==> src/rtl/speed_pkg.sv <==
// Shared plant-mode encoding and default sizing constants for the speed plant
// and the controller that drives it.
package speed_pkg;

  typedef enum logic [1:0] {
    IDLE  = 2'd0,
    ACCEL = 2'd1,
    COAST = 2'd2,
    BRAKE = 2'd3
  } plant_state_e;

  localparam int DEF_W    = 8;
  localparam int DEF_VMAX = 200;
  localparam int DEF_DRAG = 1;

endpackage

==> src/rtl/speed_plant_tick_gen.sv <==
// Free-running divider: tick is high for one clk cycle out of every TICK_DIV,
// on the cycle where the counter sits at TICK_DIV-1.
module tick_gen #(
  parameter int TICK_DIV = 4
) (
  input  logic clk,
  input  logic rst,
  output logic tick
);

  localparam int CW = $clog2(TICK_DIV);
  localparam logic [CW-1:0] LAST = CW'(TICK_DIV - 1);

  logic [CW-1:0] cnt_q;

  // NOTE: sequential state uses non-blocking assignments so every flop samples pre-edge values.
  always_ff @(posedge clk) begin
    if (rst) begin
      cnt_q <= '0;
    end else if (cnt_q == LAST) begin
      cnt_q <= '0;
    end else begin
      cnt_q <= cnt_q + CW'(1);
    end
  end

  assign tick = (cnt_q == LAST);

endmodule

==> src/rtl/speed_plant.sv <==
// Discrete-time vehicle speed plant: commands are staged in a one-entry pending
// register, applied on each divider tick, and the clamped speed is streamed out.
module speed_plant
  import speed_pkg::*;
#(
  parameter int W        = DEF_W,
  parameter int TICK_DIV = 4,
  parameter int DRAG     = DEF_DRAG,
  parameter int VMAX     = DEF_VMAX
) (
  input  logic         clk,
  input  logic         rst,
  input  logic         cmd_valid,
  output logic         cmd_ready,
  input  logic [W-1:0] cmd_af,
  input  logic [W-1:0] cmd_bf,
  output logic         spd_valid,
  input  logic         spd_ready,
  output logic [W-1:0] spd_data,
  output logic [1:0]   state,
  output logic         sat,
  output logic         ovr
);

  localparam logic signed [W+1:0] DRAG_S = (W + 2)'(DRAG);
  localparam logic signed [W+1:0] VMAX_S = (W + 2)'(VMAX);
  localparam logic [W-1:0]        VMAX_W = W'(VMAX);

  logic         tick;
  logic         pend_v_q;
  logic [W-1:0] pend_af_q, pend_bf_q;
  logic [W-1:0] act_af_q, act_bf_q;
  logic [W-1:0] speed_q;
  logic         spd_valid_q, sat_q, ovr_q;
  plant_state_e state_q;

  logic                accept;
  logic [W-1:0]        sel_af, sel_bf, speed_d;
  logic signed [W+1:0] raw;
  logic                clamp;
  plant_state_e        state_d;

  tick_gen #(.TICK_DIV(TICK_DIV)) u_tick_gen (
    .clk  (clk),
    .rst  (rst),
    .tick (tick)
  );

  assign accept = cmd_valid && !pend_v_q;

  // The tick edge that consumes a pending command also uses it for this update.
  // NOTE: every always_comb output gets a default first so no latch is inferred.
  always_comb begin
    sel_af = act_af_q;
    sel_bf = act_bf_q;
    if (pend_v_q) begin
      sel_af = pend_af_q;
      sel_bf = pend_bf_q;
    end

    raw = $signed({2'b00, speed_q}) + $signed({2'b00, sel_af})
        - $signed({2'b00, sel_bf}) - DRAG_S;

    speed_d = raw[W-1:0];
    clamp   = 1'b0;
    if (raw < 0) begin
      speed_d = '0;
      clamp   = (sel_af != '0) || (sel_bf != '0);
    end else if (raw > VMAX_S) begin
      speed_d = VMAX_W;
      clamp   = 1'b1;
    end

    if (speed_d == '0 && sel_af == '0 && sel_bf == '0) state_d = IDLE;
    else if (sel_af > sel_bf)                           state_d = ACCEL;
    else if (sel_bf > sel_af)                           state_d = BRAKE;
    else                                                state_d = COAST;
  end

  always_ff @(posedge clk) begin
    if (rst) begin
      pend_v_q    <= 1'b0;
      act_af_q    <= '0;
      act_bf_q    <= '0;
      speed_q     <= '0;
      spd_valid_q <= 1'b0;
      state_q     <= IDLE;
      sat_q       <= 1'b0;
      ovr_q       <= 1'b0;
    end else if (tick) begin
      if (pend_v_q) begin
        act_af_q <= pend_af_q;
        act_bf_q <= pend_bf_q;
      end
      pend_v_q    <= accept;
      speed_q     <= speed_d;
      spd_valid_q <= 1'b1;
      state_q     <= state_d;
      if (clamp) sat_q <= 1'b1;
      if (spd_valid_q && !spd_ready) ovr_q <= 1'b1;
    end else begin
      if (accept) pend_v_q <= 1'b1;
      if (spd_valid_q && spd_ready) spd_valid_q <= 1'b0;
    end
  end

  // NOTE: pending payload is only meaningful while pend_v_q is set, so it carries no reset.
  always_ff @(posedge clk) begin
    if (accept) begin
      pend_af_q <= cmd_af;
      pend_bf_q <= cmd_bf;
    end
  end

  assign cmd_ready = !pend_v_q;
  assign spd_valid = spd_valid_q;
  assign spd_data  = speed_q;
  assign state     = state_q;
  assign sat       = sat_q;
  assign ovr       = ovr_q;

endmodule

==> config.mk <==
export PLATFORM = sky130hd
export DESIGN_NAME = speed_plant
export DESIGN_NICKNAME = d
export VERILOG_FILES = /design/src/rtl/speed_pkg.sv /design/src/rtl/speed_plant_tick_gen.sv /design/src/rtl/speed_plant.sv
export SDC_FILE = /design/constraint.sdc
export NUM_CORES = 1
export LEC_CHECK = 0
export BUFFER_PORTS_ARGS = -buffer_cell sky130_fd_sc_hd__buf_2
export CAP_MARGIN = 20
export CORE_ASPECT_RATIO = 1.1
export CORE_MARGIN = 2
export CORE_UTILIZATION = 55
export CTS_CLUSTER_DIAMETER = 120
export DETAILED_ROUTE_END_ITERATION = 8
export GPL_TIMING_DRIVEN = 0
export HOLD_SLACK_MARGIN = 0.12
export PLACE_DENSITY_LB_ADDON = 0.05
export SLEW_MARGIN = 20
export SYNTH_ARGS = -nofsm -noshare
export SYNTH_HDL_FRONTEND = slang
export SYNTH_SLANG_ARGS = --single-unit
==> constraint.sdc <==
create_clock -name clk -period 7.9 [get_ports clk]
set_input_delay 0.395 -clock clk [delete_from_list [all_inputs] [get_ports clk]]
set_output_delay 0.395 -clock clk [all_outputs]
set_load 0.05 [all_outputs]
Yosys cells after proc, flatten, opt, wreduce, memory -nomap -nowiden
Index checks and enable logic that the tools add are counted.
Storage, ports and cells
  register bits: 48
  output and inout bits: 14
  bits of input ports: 20
  word-level logic and storage cells: 51
Operators by class
  add/subtract/negate cells: 4
  $lt $le $gt $ge: 4
  equal/unequal tests: 1
  reduce and logical (&&, ||, !) cells: 18
  muxes and demuxes: 13
Operator list (count)
  8-bit two-way mux: 4
  8-bit zero test: 3
  8-bit > comparator: 2
  8-bit nonzero test: 2
  10-bit by 9-bit > comparator with 1-bit output (second input constant): 1
  10-bit by 1-bit < comparator with 1-bit output (second input constant): 1
  10-bit by 2-bit subtractor with 10-bit output (second input constant): 1
  9-bit by 8-bit subtractor with 10-bit output: 1
  8-bit by 8-bit adder with 9-bit output: 1
  1-bit two-way mux: 7
  1-bit logical AND: 5
  2-bit two-way mux: 2
  2-bit AND reduction: 2
  2-bit nonzero test: 2
  2-bit by 1-bit adder with 2-bit output (second input constant): 1
  2-bit equality test (second input constant): 1
  1-bit zero test: 2
  2-bit OR reduction: 1
  1-bit logical OR: 1

Longest topological paths before layout
Gate-level depths: netlist of run 1.
  depth after elaboration: 11
  depth in mapped cells: 15
  gate-level depth less buffers: 12

Cells and area by module
From an unflattened synthesis of run 1, not the netlist that was laid out.
Second synthesis, totals
  cells, all modules: 302
  area, all modules: 2875.3 um^2
By module, submodules not included
  speed_plant: area each 2800.2 um^2, sequential area each 1081.0 um^2, cells each 297, times used 1
  tick_gen: area each 75.1 um^2, sequential area each 40.0 um^2, cells each 5, times used 1

Worst setup path after synthesis of run 1
No wires, ideal clock.
  path kind: register -> register
  start: register pend_v_q
  end: register speed_q[3] (netlist: spd_data[3])
  setup time: 0.067 ns
  path buffers: 3
  stages on the path, launching flop included: 14
  data arrival time: 3.668 ns
  path slack: 4.165 ns
  required time: 7.833 ns
  clock period less this slack: 3.735 ns
  cells stage by stage: dfxtp_1 clkbuf_2 buf_2 buf_2 mux2i_1 fa_1 ha_1 fa_1 a21o_1 a221oi_2 xnor2_1 o311ai_4 a311o_1 a21oi_2
On the way
  cells in the longest elaborated chain, start to end: 7
  elaborated cells between the ends (all ways): 9
  classes of those cells: add/sub: 3; order compare: 2; mux: 4
Ends and longest elaborated chain
  from (decl): line speed_plant.sv:30  | logic pend_v_q;
  from (signal assigned): line speed_plant.sv:95  | pend_v_q <= accept;
  8-bit two-way mux
  8-bit by 8-bit adder with 9-bit output: line speed_plant.sv:61  | raw = $signed({2'b00, speed_q}) + $signed({2'b00, sel_af})
  9-bit by 8-bit subtractor with 10-bit output (*): line speed_plant.sv:62  | - $signed({2'b00, sel_bf}) - DRAG_S;
  10-bit by 2-bit subtractor with 10-bit output (*): line speed_plant.sv:62
  10-bit by 9-bit > comparator with 1-bit output: line speed_plant.sv:69  | end else if (raw > VMAX_S) begin
  8-bit two-way mux: line speed_plant.sv:69
  8-bit two-way mux (*): line speed_plant.sv:66  | if (raw < 0) begin
  to (signal assigned): line speed_plant.sv:96  | speed_q <= speed_d;
  to (decl): line speed_plant.sv:33  | logic [W-1:0] speed_q;
Every way passes the cells marked *; elsewhere a longest branch is shown, timed or not.
A chain may end at the register's enable or synchronous reset.

Final worst setup path of run 1
  start: register pend_v_q
  end: register sat_q (netlist: sat)
On the way
  cells in the longest elaborated chain, start to end: 8
  elaborated cells between the ends (all ways): 13
  classes of those cells: add/sub: 3; order compare: 2; mux: 4; reduce/logical: 4
Ends and longest elaborated chain
  8-bit two-way mux
  8-bit by 8-bit adder with 9-bit output: line speed_plant.sv:61
  9-bit by 8-bit subtractor with 10-bit output: line speed_plant.sv:62
  10-bit by 2-bit subtractor with 10-bit output: line speed_plant.sv:62
  10-bit by 9-bit > comparator with 1-bit output: line speed_plant.sv:69
  1-bit two-way mux: line speed_plant.sv:69
  1-bit two-way mux (*): line speed_plant.sv:66
  2-bit AND reduction (no line) (*)
  to (signal assigned): line speed_plant.sv:88  | sat_q <= 1'b0;
  to (signal assigned): line speed_plant.sv:99  | if (clamp) sat_q <= 1'b1;
  to (decl): line speed_plant.sv:34  | logic spd_valid_q, sat_q, ovr_q;
Marked as above.

==> impl_metrics.env, run 1 <==
export IMPL_setup_slack_ns=3.56
export IMPL_dr_total_vias=2164
export IMPL_synth_ff_type="dfxtp_1"
export IMPL_yosysWarnings=0
export IMPL_grt_busiest_layer="met2"
export IMPL_path_cells="clkbuf_2 -> buf_2 -> buf_2 -> mux2i_1 -> fa_1 -> ha_1 -> fa_1 -> a21o_1 -> a221oi_2 -> xnor2_1 -> o311ai_4 -> a221o_1 -> a21oi_2"
export IMPL_grt_use_met2=0.362
export IMPL_hold_violations=0
export IMPL_pre_cts_ws_ns=3.62
export IMPL_synth_nets=318
export IMPL_drt_iter0_drc=128
export IMPL_tns_ns=0
export IMPL_dieArea_mm2=0.00548
export IMPL_use_met1=0.330
export IMPL_cts_root_buffer="clkbuf_8"
export IMPL_coreArea_mm2=0.00468
export IMPL_synth_edf_count=16
export IMPL_globalRouteOverflowTotal=0
export IMPL_status="finished, final reports clean"
export IMPL_diodes=0
export IMPL_synthArstFlopShare=0
export IMPL_drcViolationCount=0
export IMPL_synth_most_common_cell="nor2_1"
export IMPL_drv_slew=0
export IMPL_crit_path_max_fanout=10
export IMPL_synth_cell_types=46
export IMPL_cts_resized=0
export IMPL_netlist_area_mm2=0.00270
export IMPL_ant_nets=0
export IMPL_htreeDepth=2
export IMPL_wl_mm=6.24
export IMPL_initial_core_util=0.575
export IMPL_ys_seq_area_frac=0.416
export IMPL_cp_slowest_cell="fa_1"
export IMPL_slew_headroom=0.436
export IMPL_worst_setup_path_end_kind="register"
export IMPL_drive_above_1_share=0.191
export IMPL_synth_common_cells="nor2_1, dfxtp_1, inv_1, edfxtp_1, ha_1"
export IMPL_grt_pass1_vias=2023
export IMPL_port_buffer_count=33
export IMPL_met3_usage=0.0442
export IMPL_cts_sinks=48
export IMPL_fin_skew_ns=0.0107
export IMPL_tightest_slew_ns=0.842
export IMPL_finalPower_w=0.000781
export IMPL_timing_hold_ws_ns=0.256
export IMPL_dp_hpwl_mm=4.62
export IMPL_ir_drop_mv=0.135
export IMPL_nFillCells=417
export IMPL_hold_class="primary input to register"
export IMPL_num_rows=26
export IMPL_ys_seq_elements=48
export IMPL_syn_avg_cell_area_um2=9.87
export IMPL_cts_max_path_buffers=2
export IMPL_firstDrtPassIters=4
export IMPL_die_w_um=70.7
export IMPL_via_per_inst=5.85
export IMPL_antenna_found_initial=0
export IMPL_place_area_mm2=0.00293
export IMPL_cap_violations=0
export IMPL_ys_top_cells_by_area="dfxtp_1, edfxtp_1, ha_1, fa_1, nor2_1"
export IMPL_postCtsHoldBufs=0
export IMPL_fin_crit_sh=0.550
export IMPL_numCtsBuffers=5
export IMPL_grt_pass1_wl_mm=10.0
export IMPL_nets=358
export IMPL_grt_max_degree=18
export IMPL_critPathRequiredTime_ns=8.13
export IMPL_slowest_delay_ns=0.50
export IMPL_max_clock_freq_mhz=230
export IMPL_cts_setup_buffers=0
export IMPL_period_minus_slack_ns=4.34
export IMPL_p_per_area_mw_per_mm2=255
export IMPL_critical_path_arrival_ns=4.58
export IMPL_grt_use_total=0.237
export IMPL_gp_congestion=0.871
export IMPL_area_growth_syn_to_layout_pct=13.7
export IMPL_syn_inst=273
export IMPL_die_h_um=77.4
export IMPL_final_seq_area_mm2=0.00112
export IMPL_tritoncts="done"
export IMPL_setup_viol=0
export IMPL_start_kind="register"
export IMPL_rsz0062_at_grt="false"
export IMPL_clkLatencyLatePin_ns=0.31
export IMPL_synth_top_cell_area_share=0.238
export IMPL_path_class="register to register"
export IMPL_multi_input_area_mm2=0.00143
export IMPL_fin_area_mm2=0.00307
export IMPL_path_clk_slew_ns=0.09
export IMPL_synth_top_area_cell="dfxtp_1"
export IMPL_io_pins=34
export IMPL_wl_per_cell_um=16.9
export IMPL_power_leakage_nw=1.29
## worst max-delay path: cells and delay by family, from the launching register on
kind | cells | cell delay, ns
mux | 1 | 0.42
xor+xnor | 1 | 0.24
fa+ha+maj | 3 | 1.16
compound gates | 5 | 1.33
flops | 1 | 0.32
buf+inv | 3 | 0.78
## cell families (layout without fill, tap and decap cells)
group	after synthesis	count (layout)	synth area share
multiplexers	16	16	0.0617
buffers and inverters	39	80	0.0557
AO/OA/AOI/OAI	56	56	0.160
XOR/XNOR	5	5	0.0163
AND/OR/NAND/NOR	84	84	0.149
flip-flops	48	48	0.416
adder cells (fa/ha/maj)	25	25	0.141
## state kept, by name (all words and copies together) (netlist names)
name	count
act_af_q	8
act_bf_q	8
pend_af_q	8
pend_bf_q	8
spd_data	8
state	2
u_tick_gen.cnt_q	2
ovr	1
pend_v_q	1
sat	1
spd_valid	1
## placed cells by master (no fill, tap or decap), drive strengths merged, types with 2 or more instances in the layout
master / Yosys / final
a21oi: 18 / 18
buf: 4 / 37
nand3: 2 / 2
nor3: 9 / 9
xor2: 2 / 2
inv: 28 / 28
xnor2: 3 / 3
mux2: 5 / 5
bufinv: 0 / 2
nor4: 3 / 3
a21o: 7 / 7
fa: 9 / 9
o21ai: 4 / 4
nand2: 13 / 13
nor2b: 5 / 5
nor2: 36 / 36
nand4: 8 / 8
edfxtp: 16 / 16
clkbuf: 7 / 13
o21a: 3 / 3
dfxtp: 32 / 32
ha: 16 / 16
a211oi: 12 / 12
mux2i: 11 / 11
nand4b: 2 / 2
a311o: 2 / 2
## worst paths after layout
check	from	endpoint	slack (ns)	depth (start not counted)
min	cmd_bf[6]	pend_bf_q[6]	0.26	1
max reg2reg	pend_v_q	sat	3.56	13
max	pend_v_q	sat	3.56	13
min reg2reg	u_tick_gen.cnt_q[0]	u_tick_gen.cnt_q[0]	0.43	1
## layout make-up
cell class,count,area share
multi-input cells,186,0.465
flip-flops and latches,48,0.366
repair buffers,33,0.0539
inverters,28,0.0343
clock buffers,6,0.0237
well taps,56,0.0229
clock inverters,2,0.0196
plain buffers,11,0.0147
## through the flow
stage,utilization,std cells
floorplan,-,273
global placement,0.626,362
detailed placement,0.626,362
CTS,0.654,370
global route,0.654,370
finish,0.654,370
## layer usage
metal,up-vias,wire length [um]
met5,-,0
met4,0,154
met3,15,279
met2,74,2920
met1,1029,2890
li1,1046,-
## report_power, final
group / internal, W / leakage (nW) / switching [W]
logic: 0.000108 / 0.814 / 0.000181
clock network: 0.000127 / 0.0654 / 0.0000837
registers: 0.000272 / 0.413 / 0.00000951
Power figures use the tool's default switching activity.
==> run 2, diff against run 1 <==
- CORE_UTILIZATION: 55 -> 52
- clock period: 7.9 -> 3.5 ns (I/O delays scaled with it)
==> run 2 against run 1 <==
  * Flip-flop and latch count unchanged
  * Combinational power grew to 2.8 times the previous value
  * Register-to-register slack worse by 3.5 ns
  * Clock power is 130% higher
  * Non-clock buffer count is 32 higher
  * Sequential share of layout area is 4.8 points lower
  * Critical endpoint unchanged
==> impl_metrics.env, run 2 (synthesized netlist as in run 1, its figures left out) <==
export IMPL_status="finished, final reports clean"
export IMPL_period_minus_slack_ns=3.41
export IMPL_grt_use_met2=0.418
export IMPL_io_pins=34
export IMPL_grt_max_degree=18
export IMPL_final_cell_mix="nor2_1, buf_2, dfxtp_1"
export IMPL_hold_class="primary input to register"
export IMPL_p_per_area_mw_per_mm2=545
export IMPL_slew_headroom=0.442
export IMPL_placedCellCount=364
export IMPL_worst_setup_path_end_kind="register"
export IMPL_dieArea_mm2=0.00578
export IMPL_critPathRequiredTime_ns=3.74
export IMPL_start_kind="register"
export IMPL_via_per_inst=5.65
export IMPL_use_met1=0.324
export IMPL_drv_slew=0
export IMPL_ant_nets=0
export IMPL_rsz0062_at_grt="true"
export IMPL_cap_violations=0
export IMPL_firstDrtPassIters=4
export IMPL_drt_iter0_drc=153
export IMPL_fin_area_mm2=0.00354
export IMPL_cts_sinks=48
export IMPL_nets=390
export IMPL_area_growth_syn_to_layout_pct=31.2
export IMPL_r2r_slack_ns=0.09
export IMPL_wl_per_cell_um=17.1
export IMPL_grt_pass1_wl_mm=10.8
export IMPL_drcViolationCount=0
export IMPL_holdCritStartpoint="spd_ready"
export IMPL_dr_total_vias=2283
export IMPL_rr_startpoint="pend_v_q"
export IMPL_cts_max_path_buffers=2
export IMPL_wl_mm=6.90
export IMPL_num_rows=27
export IMPL_fin_skew_ns=0.00403
export IMPL_fin_crit_sh=0.975
export IMPL_clkLatencyLatePin_ns=0.31
export IMPL_cts_root_buffer="clkbuf_8"
export IMPL_path_clk_slew_ns=0.09
export IMPL_power_leakage_nw=1.47
export IMPL_pre_cts_ws_ns=-0.550
export IMPL_grt_use_total=0.248
export IMPL_timing_hold_ws_ns=0.140
export IMPL_place_area_mm2=0.00296
export IMPL_die_h_um=79.5
export IMPL_initial_core_util=0.539
export IMPL_hold_violations=0
export IMPL_numCtsBuffers=5
export IMPL_htreeDepth=2
export IMPL_critical_path_arrival_ns=3.66
export IMPL_met3_usage=0.0518
export IMPL_diodes=0
export IMPL_ir_drop_mv=0.339
export IMPL_final_cells=404
export IMPL_final_common_cell="nor2_1"
export IMPL_tritoncts="done"
export IMPL_port_buffer_count=33
export IMPL_dp_hpwl_mm=4.70
export IMPL_coreArea_mm2=0.00500
export IMPL_crit_path_max_fanout=7
export IMPL_max_clock_freq_mhz=293
export IMPL_gp_congestion=0.897
export IMPL_tightest_slew_ns=0.833
export IMPL_drive_above_1_share=0.260
export IMPL_setup_viol=0
export IMPL_post_route_util=0.707
export IMPL_grt_pass1_vias=2231
export IMPL_antenna_found_initial=0
export IMPL_die_w_um=72.6
export IMPL_globalRouteOverflowTotal=0
export IMPL_setup_slack_ns=0.0871
export IMPL_grt_busiest_layer="met2"
export IMPL_cp_startpoint="pend_v_q"
export IMPL_path_class="register to register"
## run 2: cell count changes in the layout (fill, tap and decap cells not counted), sizes merged
cell,previous run,this run
dlygate4sd3,0,16
bufbuf,0,1
buf,37,52
## run 2: routing by layer
layer | up-vias | part of all wire | wire length [um]
li1 | 1106 | - | -
met1 | 1096 | 0.42 | 2920
met2 | 72 | 0.50 | 3480
met3 | 9 | 0.061 | 422
met4 | 0 | 0.012 | 85
met5 | - | 0 | 0
## run 2: stage by stage
step	TNS, ns	power [W]
after floorplan	0	0.00115
after global placement	-3.31	0.00128
after detailed placement	-3.65	0.00129
after CTS	-0.0279	0.00189
after global routing	-0.101	0.00203
final	0	0.00193
## run 2: where the power goes
group,internal (W),switching [W],total [W]
combinational,0.000355,0.000451,0.000806
clock,0.000286,0.000193,0.000479
sequential,0.000614,0.0000282,0.000642
## run 2: cell type report
type,count,area (um^2)
Sequential cell,48,1120
Buffer,10,70.1
Clock inverter,2,60.1
Inverter,28,105
Multi-Input combinational cell,186,1540
Timing Repair Buffer,66,495
Fill cell,400,1460
Clock buffer,6,72.6
Tap cell,58,72.6
## run 2: final timing paths
| path | end | depth (start not counted) |
|---|---|---|
| worst min register to register | u_tick_gen.cnt_q[0] | 1 |
| worst max register to register | sat | 12 |
| worst min-delay path | spd_valid | 4 |
| worst max-delay path | sat | 12 |
## run 2: what timing repair did
action / 4_1_cts / 5_1_grt
endpoints found under the hold margin: 16 / 0
buffers inserted: 6 / 9
hold buffers: 16 / 0
cloned: 1 / 1
pin swaps: 6 / 7
gates resized for setup: 18 / 9
setup endpoints to repair: 11 / 10
## run 2: worst max-delay path, cell delays in order (launching register included)
cell and delay [ns]:
dfxtp_4 0.39, buf_12 0.13, buf_12 0.13, mux2i_4 0.24, fa_1 0.44, ha_2 0.21
fa_2 0.34, a21o_1 0.23, a221oi_4 0.35, xnor2_2 0.19, o311ai_4 0.17, a221o_1 0.39
a21oi_2 0.14
==> run 3, diff against run 2 <==
- REMOVE_ABC_BUFFERS: not set -> 1
==> run 3 against run 2 <==
  * First-iteration DRC count down 3.9%
  * Maximum frequency up 1.2%
  * Routed wire length down 14%
  * Sequential power about the same
  * Critical path type unchanged
  * Critical endpoint is now spd_data[3]
  * Largest cell class unchanged
==> impl_metrics.env, run 3 (synthesized netlist as in run 1, its figures left out) <==
export IMPL_ir_drop_mv=0.313
export IMPL_dieArea_mm2=0.00578
export IMPL_grt_pass1_wl_mm=9.71
export IMPL_p_per_area_mw_per_mm2=552
export IMPL_setup_viol=0
export IMPL_final_cell_mix="nor2_1, buf_2, dfxtp_1"
export IMPL_post_route_util=0.666
export IMPL_cp_slowest_cell="dfxtp_4"
export IMPL_grt_busiest_layer="met2"
export IMPL_place_area_mm2=0.00289
export IMPL_diodes=0
export IMPL_drt_iter0_drc=147
export IMPL_critical_path_arrival_ns=3.62
export IMPL_wl_mm=5.90
export IMPL_grt_max_degree=42
export IMPL_drcViolationCount=0
export IMPL_grt_pass1_vias=2004
export IMPL_drv_slew=0
export IMPL_path_clk_slew_ns=0.09
export IMPL_tritoncts="done"
export IMPL_io_pins=34
export IMPL_antenna_found_initial=0
export IMPL_htreeDepth=2
export IMPL_tightest_slew_ns=0.803
export IMPL_area_growth_syn_to_layout_pct=23.5
export IMPL_num_rows=27
export IMPL_grt_use_met2=0.355
export IMPL_cts_root_buffer="clkbuf_8"
export IMPL_firstDrtPassIters=5
export IMPL_path_class="register to register"
export IMPL_cap_violations=0
export IMPL_dr_total_vias=2126
export IMPL_drive_above_1_share=0.235
export IMPL_initial_core_util=0.539
export IMPL_rsz0062_at_grt="false"
export IMPL_start_kind="register"
export IMPL_cts_max_path_buffers=2
export IMPL_critPathRequiredTime_ns=3.74
export IMPL_die_h_um=79.5
export IMPL_final_common_cell="nor2_1"
export IMPL_hold_class="primary input to register"
export IMPL_status="finished, final reports clean"
export IMPL_met3_usage=0.0391
export IMPL_period_minus_slack_ns=3.37
export IMPL_power_leakage_nw=1.38
export IMPL_fin_crit_sh=0.964
export IMPL_finalPower_w=0.00184
export IMPL_via_per_inst=5.52
export IMPL_globalRouteOverflowTotal=0
export IMPL_dp_hpwl_mm=3.92
export IMPL_hold_violations=0
export IMPL_crit_path_max_fanout=8
export IMPL_cts_sinks=48
export IMPL_port_buffer_count=33
export IMPL_coreArea_mm2=0.00500
export IMPL_die_w_um=72.6
export IMPL_slowest_delay_ns=0.45
export IMPL_worst_setup_path_end_kind="register"
export IMPL_use_met1=0.297
export IMPL_gp_congestion=0.808
export IMPL_max_clock_freq_mhz=296
export IMPL_clkLatencyLatePin_ns=0.31
export IMPL_nFillCells=422
export IMPL_grt_use_total=0.221
export IMPL_slew_headroom=0.462
export IMPL_wl_per_cell_um=15.3
export IMPL_tns_ns=0
export IMPL_path_cells="mux2i_4 -> inv_1 -> fa_1 -> ha_1 -> fa_2 -> a21o_1 -> a221oi_4 -> xnor2_2 -> o311ai_4 -> a311o_1 -> a21oi_2"
export IMPL_fin_area_mm2=0.00333
export IMPL_fin_skew_ns=0.00589
export IMPL_ant_nets=0
export IMPL_timing_hold_ws_ns=0.140
export IMPL_numCtsBuffers=5
export IMPL_nets=371
-- run 3: changes by cell type in the layout (fill, tap and decap cells not counted), moves of 2 or more --
cell      before  now
buf_12         2    0
buf_4         15    8
buf_1          2    0
mux2i_2        2    4
mux2i_4        5    2
clkbuf_1       7    0
-- run 3: power breakdown --
part,internal [W],switching [W],leakage [nW]
Combinational,0.000294,0.000410,0.901
Sequential,0.000614,0.0000296,0.414
Clock,0.000288,0.000202,0.0687
-- run 3: worst paths after layout --
path | start | end | slack, ns | cells after the start
max | pend_v_q | spd_data[3] | 0.13 | 11
min | spd_ready | spd_valid | 0.14 | 4
max reg2reg | pend_v_q | spd_data[3] | 0.13 | 11
min reg2reg | u_tick_gen.cnt_q[0] | u_tick_gen.cnt_q[0] | 0.44 | 1
-- run 3: area by class of cell --
class | count | area [um^2] | share of cell area
Tap cell | 58 | 72.6 | 0.0218
Sequential cell | 48 | 1120 | 0.338
Multi-Input combinational cell | 186 | 1500 | 0.452
Timing Repair Buffer | 57 | 385 | 0.116
Clock buffer | 5 | 68.8 | 0.0207
Inverter | 28 | 105 | 0.0316
Clock inverter | 3 | 68.8 | 0.0207
-- run 3: what timing repair did --
item | in CTS | in global routing
hold buffers | 16 | 0
endpoints found under the hold margin | 16 | 0
setup buffers | 4 | 4
pin swaps | 0 | 2
endpoints found under the setup margin | 11 | 9
resized for setup | 7 | 8
-- run 3: critical path, delay by kind of cell, from the launching register on --
| kind | cells | cell delay (ns) |
|---|---|---|
| buf+inv | 1 | 0.08 |
| flops | 1 | 0.45 |
| xor+xnor | 1 | 0.18 |
| mux | 1 | 0.29 |
| fa+ha+maj | 3 | 1.06 |
| compound gates | 5 | 1.23 |
-- run 3: per-stage QoR --
| stage | setup WS (ns) | cells |
|---|---|---|
| after floorplan | -0.275 | 262 |
| after global placement | -0.743 | 353 |
| after detailed placement | -0.802 | 353 |
| after CTS | 0.0550 | 381 |
| after global routing | 0.00346 | 385 |
| final | 0.126 | 385 |
-- run 3: layer usage --
metal	wire, um	part of all wire
met1	2750	0.47
met2	2780	0.47
met3	267	0.045
met4	102	0.017
met5	0	0
